[config.mk]
export PLATFORM = sky130hd
export DESIGN_NAME = mult32x32_ctrl
export DESIGN_NICKNAME = d
export VERILOG_FILES = /design/src/rtl/mult_pkg.sv /design/src/rtl/mult_step_finder.sv /design/src/rtl/mult32x32_ctrl.sv
export SDC_FILE = /design/constraint.sdc
export NUM_CORES = 1
export LEC_CHECK = 0
export ABC_AREA = 1
export CAP_MARGIN = 25
export CORE_MARGIN = 1
export CORE_UTILIZATION = 22
export CTS_CLUSTER_DIAMETER = 40
export DETAILED_ROUTE_END_ITERATION = 12
export MAX_ROUTING_LAYER = met4
export PLACE_DENSITY_LB_ADDON = 0.15
export SYNTH_ARGS = -nofsm -noshare
export SYNTH_HDL_FRONTEND = slang
export SYNTH_SLANG_ARGS = --single-unit
[constraint.sdc]
create_clock -name clk -period 1.85 [get_ports clk]
set_clock_uncertainty 0.15 [all_clocks]
set_input_delay 0.555 -clock clk [delete_from_list [all_inputs] [get_ports clk]]
set_output_delay 0.555 -clock clk [all_outputs]
set_load 0.02 [all_outputs]
[src/rtl/mult_pkg.sv]
// Shared types and step-mapping helpers for the 32x32 multiplier sequencer.
package mult_pkg;

    typedef enum logic [1:0] {
        IDLE = 2'd0,
        RUN  = 2'd1,
        DONE = 2'd2
    } state_t;

    localparam int NUM_STEPS = 8;
    localparam int STEP_W    = 3;
    localparam int A_SEL_W   = 2;
    localparam int SHIFT_W   = 3;

    // Byte offset of step k is 8*(a_sel + 2*b_sel), so the shifter select is that sum.
    function automatic logic [SHIFT_W-1:0] step_to_shift(input logic [STEP_W-1:0] k);
        return {1'b0, k[1:0]} + {1'b0, k[2], 1'b0};
    endfunction

endpackage

[src/rtl/mult_step_finder.sv]
// Priority search: lowest index >= from_idx whose need bit is set.
import mult_pkg::*;

module mult_step_finder (
    input  logic [NUM_STEPS-1:0] need,
    input  logic [STEP_W:0]      from_idx,
    output logic [STEP_W-1:0]    idx,
    output logic                 found
);

    // Scanning downwards lets the lowest qualifying index win the last assignment.
    always_comb begin
        idx   = '0;
        found = 1'b0;
        for (int i = NUM_STEPS - 1; i >= 0; i--) begin
            if (need[i] && (4'(i) >= from_idx)) begin
                idx   = 3'(i);
                found = 1'b1;
            end
        end
    end

endmodule

[src/rtl/mult32x32_ctrl.sv]
// Sequencer for the 8x16 partial-product datapath: clears, steps through needed
// partial products, and reports busy/done to the requester.
import mult_pkg::*;

module mult32x32_ctrl #(
    parameter bit SKIP_ZERO = 1'b0
) (
    input  logic        clk,
    input  logic        reset,
    input  logic        start,
    input  logic [31:0] a,
    input  logic [31:0] b,
    output logic        busy,
    output logic        done,
    output logic [1:0]  a_sel,
    output logic        b_sel,
    output logic [2:0]  shift_sel,
    output logic        upd_prod,
    output logic        clr_prod
);

    // Handshake: start is a request pulse taken only in IDLE (clr_prod echoes
    // acceptance in that same cycle); busy covers the RUN cycles; done pulses
    // once with the product valid; a and b must stay stable until done.

    state_t                state, state_n;
    logic [STEP_W-1:0]     step, step_n;
    logic [NUM_STEPS-1:0]  need_q, need_n, need_now;

    logic [STEP_W-1:0]     load_idx, adv_idx;
    logic                  load_found, adv_found;

    always_comb begin
        need_now = '0;
        for (int k = 0; k < NUM_STEPS; k++) begin
            if (!SKIP_ZERO)
                need_now[k] = 1'b1;
            else
                need_now[k] = (a[8*(k%4) +: 8] != 8'd0) && (b[16*(k/4) +: 16] != 16'd0);
        end
    end

    mult_step_finder u_load_finder (
        .need     (need_now),
        .from_idx (4'd0),
        .idx      (load_idx),
        .found    (load_found)
    );

    mult_step_finder u_adv_finder (
        .need     (need_q),
        .from_idx ({1'b0, step} + 4'd1),
        .idx      (adv_idx),
        .found    (adv_found)
    );

    always_ff @(posedge clk or posedge reset) begin
        if (reset) begin
            state  <= IDLE;
            step   <= '0;
            need_q <= '0;
        end else begin
            state  <= state_n;
            step   <= step_n;
            need_q <= need_n;
        end
    end

    always_comb begin
        state_n   = state;
        step_n    = step;
        need_n    = need_q;
        busy      = 1'b0;
        done      = 1'b0;
        a_sel     = '0;
        b_sel     = 1'b0;
        shift_sel = '0;
        upd_prod  = 1'b0;
        clr_prod  = 1'b0;
        case (state)
            IDLE: begin
                if (start && !reset) begin
                    clr_prod = 1'b1;
                    need_n   = need_now;
                    if (load_found) begin
                        step_n  = load_idx;
                        state_n = RUN;
                    end else begin
                        step_n  = '0;
                        state_n = DONE;
                    end
                end
            end
            RUN: begin
                busy      = 1'b1;
                upd_prod  = 1'b1;
                a_sel     = step[1:0];
                b_sel     = step[2];
                shift_sel = step_to_shift(step);
                if (adv_found)
                    step_n = adv_idx;
                else
                    state_n = DONE;
            end
            DONE: begin
                done    = 1'b1;
                step_n  = '0;
                state_n = IDLE;
            end
            default: begin
                state_n = IDLE;
                step_n  = '0;
            end
        endcase
    end

endmodule

Yosys cells after proc, flatten, opt, wreduce, memory -nomap -nowiden
Index checks and enable logic that the tools add are counted.
{ "totals": {"register_bits": 6, "inputBits": 67, "output_inout_bits": 10, "elab_cells": 61} }
{ "op_classes": {"reduce_logical": 14, "order_cmp": 8, "n_eq_ne": 5, "n_addsub": 2, "mux": 29} }
{ "op_table": {"columns": ["cell", "n"], "rows": [
  ["2-to-1 mux 3 bit", 11],
  [">= comparator 3 x 4 -> 1 bit, first input constant", 4],
  ["2-to-1 mux 1 bit", 13],
  ["logical AND 1 bit", 9],
  [">= comparator 1 x 4 -> 1 bit, first input constant", 2],
  [">= comparator 2 x 4 -> 1 bit, first input constant", 2],
  ["2-to-1 mux 2 bit", 3],
  ["!= test 2 bit, second input constant", 3],
  ["one-hot mux 3 bit (2 select lines)", 1],
  ["AND reduction 2 bit", 3],
  ["adder 3 x 1 -> 4 bit, second input constant", 1],
  ["one-hot mux 2 bit (2 select lines)", 1],
  ["adder 2 x 2 -> 3 bit", 1],
  ["equality test 2 x 1 -> 1 bit, second input constant", 1],
  ["equality test 2 bit, second input constant", 1],
  ["zero test 2 bit", 1],
  ["zero test 1 bit", 1]
]} }

Depth between registers and ports, before layout
Gate-level depths: netlist of the first run.
{ "logic_depth": {"depth_word": 13, "depth_mapped": 9, "depth_no_buf": 9} }

Modules after synthesis
A second synthesis of the first run with hierarchy kept.
{ "unflattened": {"hier_cells": 148, "area_unflattened_um2": 833.3} }
{ "by_module_without_submodules": {"columns": ["module", "cells_per_inst", "seq_area_each_um2", "n_inst", "area_per_inst_um2"], "rows": [
  ["mult32x32_ctrl", 64, 150.1, 1, 425.4],
  ["mult_step_finder", 42, 0.0, 2, 203.9]
]} }

Worst setup path after synthesis of the first run
No wires, ideal clock.
{ "synth_timing": {"kind": "reg2out", "from": "reg state[1]", "to": "out shift_sel[0]", "path_slack_ns": -0.124, "n_path_buf": 1, "stages_incl_launch_ff": 5, "t_arrival_ns": 1.269, "t_required_ns": 1.145, "path_cell_list": "dfrtp_1 -> nor2_8 -> inv_1 -> nor2_1 -> buf_4"} }
{ "synth_between": {"elab_chain_cells": 2} }
{ "synth_lines": {"columns": ["element", "line_no", "rtl"], "rows": [
  ["from (decl)", "mult32x32_ctrl.sv:26", "state_t state, state_n;"],
  ["from (signal assigned)", "mult32x32_ctrl.sv:63", "state <= state_n;"],
  ["equality test 2 x 1 -> 1 bit", "mult32x32_ctrl.sv:80", "case (state)"],
  ["2-to-1 mux 3 bit", "mult32x32_ctrl.sv:80", null],
  ["to (decl)", "mult32x32_ctrl.sv:17", "output logic [2:0] shift_sel,"]
]} }
Every way passes these cells.

Worst setup path after layout of the first run
{ "layout_timing": {"from": "reg state[0]", "to": "out shift_sel[1]"} }
The elaborated chain is that of the path after synthesis.

==> impl_metrics.csv, run 1 <==
group,metric,value,unit
final_layout,drive_above_1_share,0.4615,
worst_hold_path,hold_path_class,"in -> async",
place,gp_congestion,0.7523,
floorplanning,core_area,0.002002,mm^2
logic_synthesis,synth_area,481.7,um^2
place,port-buffer-count,12,
clock_network,cts_max_level,1,
logic_synthesis,synth_top_area_cell,"dfrtp_1",
critical_path,r2r_cells,12,
timing,finalMaxSlewViolations,0,
clock_network,cts.path.max_buffers,2,
routing,antenna_left,0,
final_layout,num_antenna_cells,0,
floorplanning,die-area,0.002381,mm^2
logic_synthesis,synth_common_cells,"nand2_1 (21), inv_1 (14), dfrtp_1 (6), nor2_1 (6)",
grt,track_usage,0.1171,
clock_network,cts_tree,"yes",
routing,wl_per_cell,8.962,um
final_layout,fillerInstances,216,
floorplanning,die_w,48.80,um
critical_path,crit_path_end_kind,"output port",
logic_synthesis,synth_cells,69,
timing,fin_ws,-0.08202,ns
power,p_leak,0.4671,nW
floorplanning,num_io_pins,77,
logic_synthesis,synth-edff-count,0,
logic_synthesis,synth-seq-cells,6,
final_layout,nNetsFinal,178,
grt,antenna_found_initial,0,
timing,setup_viol,7,
logic_synthesis,async_flop_share,1.000,
logic_synthesis,yosysWarnings,0,
logic_synthesis,synth_ff_type,"dfrtp_1",
outcome,status,"complete, but fails checks",
critical_path,crit_chain,"inv_2, nor2_8, clkinvlp_4, nor2_1, buf_4",
floorplanning,rows,16,
critical_path,crit_arrival,1.23,ns
clock_network,cts_buffers,3,
logic_synthesis,seq_area_frac_synth,0.3117,
grt,overflow,0,
critical_path,worstPathRequired,1.14,ns
power,p_per_area,1621,mW/mm^2
logic_synthesis,syn-num-nets,141,
logic_synthesis,avgSynthCellArea,6.981,um^2
final_layout,syn2layout_area_growth,68.31,%
critical_path,reg2reg_slack,0.02,ns
logic_synthesis,synth.area.top_cells,"dfrtp_1 (31%), nand2_1 (16%), ha_1 (13%)",
clock_network,holdBufCountCts,0,
place,dpl.hpwl,859.6,um
power,power.total,1.314,mW
clock_network,root_buffer,"clkbuf_4",
critical_path,path_max_fanout,6,
floorplanning,start_util,0.2406,
logic_synthesis,synth_cell_type_count,15,
timing,fmax,0.5176,GHz
routing,vias,510,
critical_path,rr_endpoint,"step[1]",
critical_path,slowest_stage,"dfrtp_1",
routing,viasPerCell,3.893,
clock_network,clock_latency,0.25,ns
grt,grt_pass1_vias,487,
outcome,violations,"negative setup slack",
clock_network,path_clk_slew,0.05,ns
timing,hold_viol,0,
routing,drc,0,
routing,drtIter0Drc,5,
power,ir_drop,0.4862,mV
grt,grt_max_degree,8,
timing,slew_headroom,0.8507,
floorplanning,die_h,48.80,um
timing,tightest_slew,0.2239,ns
critical_path,critPathKind,"reg -> out",
grt,grt_first_pass_wirelength,1973,um
critical_path,start_kind,"flop",
routing,routed_wl,1174,um
timing,rsz0062_at_grt,"yes",
routing,dr.pass1.iters,3,
timing,tns,-0.4430,ns
critical_path,critPathMaxStageDelay,0.35,ns
critical_path,crit_path_start,"state[0]",
logic_synthesis,post-synth-top-count-cell,"nand2_1",
logic_synthesis,netlist.area_leader.share,0.3117,
critical_path,r2r-start,"state[0]",
run,max_cap_violations,0,
timing,fin_crit_sh,1.044,
clock_network,cts.sinks,6,
timing,period_needed,1.932,ns
==> worst max-delay path: cells and delay by family, from the launching register on <==
family	cells	cell delay (ns)
buffers and inverters	3	0.38
and+or+nand+nor	2	0.25
DFF	1	0.35
==> report_power, final <==
part / internal (mW) / switching, mW / leakage (nW)
sequential: 0.173 / 0.0264 / 0.0665
clock: 0.0738 / 0.0532 / 0.0138
combinational: 0.480 / 0.508 / 0.387
==> logic make-up after synthesis <==
kind of cell	synth area share
AO/OA/AOI/OAI	0.03894
AND/OR/NAND/NOR	0.3636
flip-flops	0.3117
adder cells (fa/ha/maj)	0.1299
buffers and inverters	0.1558
==> flip-flops by register name, indices dropped and copies added (netlist names) <==
| name | count |
|---|---|
| step | 3 |
| state | 2 |
| need_q | 1 |
==> area by class of cell <==
class | count | area [um^2] | share of cell area
Multi-Input combinational cell | 45 | 271.5 | 0.3349
Timing Repair Buffer | 34 | 267.8 | 0.3302
Sequential cell | 6 | 151.4 | 0.1867
Inverter | 16 | 63.81 | 0.07870
Tap cell | 27 | 33.78 | 0.04167
Clock buffer | 3 | 22.52 | 0.02778
==> per-stage QoR <==
stage	instance area, um^2	hold slack [ns]	cells	util	setup WS, ns
2_1_floorplan	489.2	0.2041	69	-	0.01680
3_3_place_gp	710.7	0.4278	117	0.3550	-0.7484
3_5_place_dp	710.7	0.4231	117	0.3550	-0.7792
4_1_cts	797.0	0.1962	130	0.3981	-0.09673
5_1_grt	810.8	0.2226	131	0.4050	-0.2036
6_report	810.8	0.1925	131	0.4050	-0.08202
==> worst max-delay path by stage <==
stage | endpoint | slack (ns)
floorplan | clr_prod | 0.02
global placement | clr_prod | -0.75
detailed placement | clr_prod | -0.78
CTS | shift_sel[1] | -0.1
global route | b_sel | -0.20
finish | shift_sel[1] | -0.08
==> layer usage <==
metal,global-route usage,routed length [um]
met4,0.05882,23
met3,0.03738,50
met5,-,0
met2,0.1991,570
met1,0.1212,530
==> cell usage in the layout, fill, tap and decap left out <==
cell,count
buf_2,1
clkinvlp_4,1
ha_1,4
inv_2,4
buf_4,28
dlygate4sd2_1,1
dfrtp_1,5
nand3_1,4
nand2_2,1
inv_1,11
o21ai_1,1
nand4_1,2
a21oi_2,1
buf_6,3
nand2_1,21
a21oi_1,1
clkbuf_4,3
nor2_4,1
nor2_1,5
nand3_2,2
clkdlybuf4s15_1,1
ha_2,1
nor2_8,1
dfrtp_2,1
==> repair_timing <==
item,in CTS,in global routing
buffers inserted,10,1
gates resized for setup,58,3
endpoints found under the setup margin,10,13
pin swaps,4,0
No activity file was read; power rests on OpenSTA's default activity.
==> inputs of run 2 (changes only) <==
--- a/config.mk
+++ b/config.mk
@@ -5,13 +5,12 @@
 export SDC_FILE = /design/constraint.sdc
 export NUM_CORES = 1
 export LEC_CHECK = 0
-export ABC_AREA = 1
+export ABC_AREA = 0
 export CAP_MARGIN = 25
 export CORE_MARGIN = 1
-export CORE_UTILIZATION = 22
+export CORE_UTILIZATION = 21
 export CTS_CLUSTER_DIAMETER = 40
 export DETAILED_ROUTE_END_ITERATION = 12
-export MAX_ROUTING_LAYER = met4
 export PLACE_DENSITY_LB_ADDON = 0.15
 export SYNTH_ARGS = -nofsm -noshare
 export SYNTH_HDL_FRONTEND = slang
==> run 2 against run 1 <==
Effect of this change:
- the flow still finishes with violations (negative setup slack)
- register-to-register slack better by 0.22 ns
- fmax up 0.14%
- clock power down 6%
- via count down 17%
- wire length down 16%
- total power up 3.7%
- largest power group unchanged
- highest routed layer is now met3
==> impl_metrics.csv, run 2 <==
group,metric,value,unit
outcome,status,"complete, but fails checks",
outcome,violations,"negative setup slack",
critical_path,crit_chain,"inv_1, ha_1, and2_4, buf_6",
routing,vias,423,
clock_network,cts_tree,"yes",
logic_synthesis,synth_area,469.2,um^2
grt,antenna_found_initial,0,
run,max_cap_violations,0,
grt,grt_max_degree,8,
timing,fmax,0.5183,GHz
floorplanning,die-area,0.002428,mm^2
final_layout,nNetsFinal,151,
power,p_per_area,1765,mW/mm^2
floorplanning,rows,16,
place,dp_slack,-0.8704,ns
final_layout,register_area,150.1,um^2
routing,drc,0,
power,p_leak,0.4010,nW
final_layout,stdcell_count,104,
floorplanning,start_util,0.2321,
floorplanning,die_w,49.27,um
final_layout,fillerInstances,217,
logic_synthesis,netlist.area_leader.share,0.3200,
logic_synthesis,yosysWarnings,0,
logic_synthesis,synth.area.top_cells,"dfrtp_1 (32%), ha_1 (13%), and2_1 (8.0%)",
final_layout,final_common_cell,"buf_4",
routing,wl_per_cell,9.519,um
floorplanning,num_io_pins,77,
critical_path,critPathMaxStageDelay,0.39,ns
routing,routed_wl,990,um
timing,setup_viol,3,
clock_network,clock_latency,0.24,ns
place,postPlaceCellArea,691.9,um^2
place,gp_congestion,0.7166,
routing,antenna_left,0,
logic_synthesis,syn-num-nets,121,
routing,drtIter0Drc,3,
logic_synthesis,avgSynthCellArea,9.576,um^2
timing,period_needed,1.929,ns
floorplanning,core_area,0.002022,mm^2
final_layout,final_util,0.3818,
place,dpl.hpwl,788.7,um
place,port-buffer-count,12,
logic_synthesis,synth_top_area_cell,"dfrtp_1",
timing,slew_headroom,0.7898,
final_layout,num_antenna_cells,0,
logic_synthesis,seq_area_frac_synth,0.3200,
logic_synthesis,async_flop_share,1.000,
place,dp_cells,97,
timing,tightest_slew,0.3152,ns
critical_path,start_kind,"flop",
grt,overflow,0,
final_layout,drive_above_1_share,0.5455,
grt,grt_first_pass_wirelength,1897,um
clock_network,cts_buffers,3,
grt,grt_pass1_vias,418,
critical_path,worst-path-buf-inv,2,
power,ir_drop,0.7886,mV
critical_path,critPathTopFamily,"flip-flops",
logic_synthesis,synth_cells,49,
timing,fin_crit_sh,1.043,
final_layout,syn2layout_area_growth,64.53,%
logic_synthesis,synth-edff-count,0,
final_layout,design_area,772.0,um^2
routing,dr.pass1.iters,4,
grt,track_usage,0.1032,
worst_hold_path,hold_path_class,"in -> async",
critical_path,worstPathRequired,1.14,ns
logic_synthesis,synth-seq-cells,6,
final_layout,multi_input_area,310.3,um^2
critical_path,slowest_stage,"dfrtp_1",
clock_network,root_buffer,"clkbuf_4",
final_layout,largestRegisters,"step: 3 flops, state: 2 flops, need_q: 1 flops",
floorplanning,die_h,49.27,um
logic_synthesis,synth_ff_type,"dfrtp_1",
clock_network,cts.path.max_buffers,2,
final_layout,final_cell_mix,"buf_4 (14), buf_6 (11), dfrtp_1 (6), ha_1 (5), and2_4 (4)",
critical_path,path_max_fanout,4,
routing,viasPerCell,4.067,
critical_path,crit_arrival,1.22,ns
timing,tns,-0.09307,ns
critical_path,critPathKind,"reg -> out",
clock_network,path_clk_slew,0.05,ns
logic_synthesis,synth_common_cells,"and2_1 (6), dfrtp_1 (6), ha_1 (5)",
timing,finalMaxSlewViolations,0,
timing,fin_ws,-0.07928,ns
clock_network,cts_max_level,1,
timing,rsz0062_at_grt,"yes",
clock_network,cts.sinks,6,
final_layout,largest_register_ffs,3,
final_layout,top_register,"step",
critical_path,crit_path_end_kind,"output port",
logic_synthesis,synth_cell_type_count,24,
timing,hold_viol,0,
## run 2: cell types whose count changed in the layout (fill, tap and decap cells not counted), sizes merged, moves of 3 or more
cell / previous run / this run
inv: 15 / 3
nand2: 22 / 5
buf: 32 / 28
nor2: 7 / 2
and2: 0 / 6
nand3: 6 / 3
## run 2: power breakdown
part / internal [mW] / switching, mW
Sequential: 0.179 / 0.0366
Combinational: 0.563 / 0.464
Clock: 0.0734 / 0.0470
## run 2: logic make-up after synthesis
logic type / after synthesis / synth area share
and+or+nand+nor: 23 / 0.2934
AOI/OAI and AO/OA: 7 / 0.1360
buffers and inverters: 6 / 0.07999
DFF: 6 / 0.3200
adders and majority gates: 5 / 0.1333
xor gates and xnor gates: 2 / 0.03734
## run 2: stage by stage
step | hold slack, ns | power [mW]
after floorplan | 0.1960 | 0.7856
after detailed placement | 0.4584 | 1.131
final | 0.1062 | 1.363
after global placement | 0.4587 | 1.135
after global routing | 0.1268 | 1.489
after CTS | 0.1110 | 1.252
## run 2: cell type report
cell class	count	share of cell area
inverters	3	0.01459
flip-flops and latches	6	0.1945
well taps	27	0.04376
multi-input cells	37	0.4019
clock buffers	3	0.02917
repair buffers	28	0.3160
## run 2: worst register-to-register path: stages (launching register included)
cell and delay (ns):
dfrtp_1 0.41, ha_1 0.21, buf_4 0.14, nand3_1 0.11, and2_1 0.19, o32ai_2 0.11
a21o_1 0.19
## run 2: path summary, 6_finish.rpt
| kind | startpoint | endpoint | slack [ns] | cells after the start |
|---|---|---|---|---|
| min | reset | need_q[0] | 0.11 | 2 |
| min reg2reg | need_q[0] | need_q[0] | 0.46 | 1 |
| max in group asynchronous | reset | step[2] | 1.25 | 2 |
| max | step[2] | shift_sel[1] | -0.08 | 4 |
| max reg2reg | step[2] | step[0] | 0.24 | 6 |
| min in group clk | need_q[0] | need_q[0] | 0.46 | 1 |
## run 2: layer usage
layer  vias to the layer above  share of wire  track usage
met5                         -              0            0
li1                        220              -            -
met3                         0          0.075      0.04984
met1                       189           0.48       0.1402
met2                        14           0.45       0.1484
met4                         0              0      0.01471
## run 2: timing repair
item	in CTS	in global routing
setup endpoints to repair	10	9
gates resized for setup	55	19
pin swaps	0	3
buffers inserted	3	1
hold buffers	0	0
hold endpoints to repair	0	0
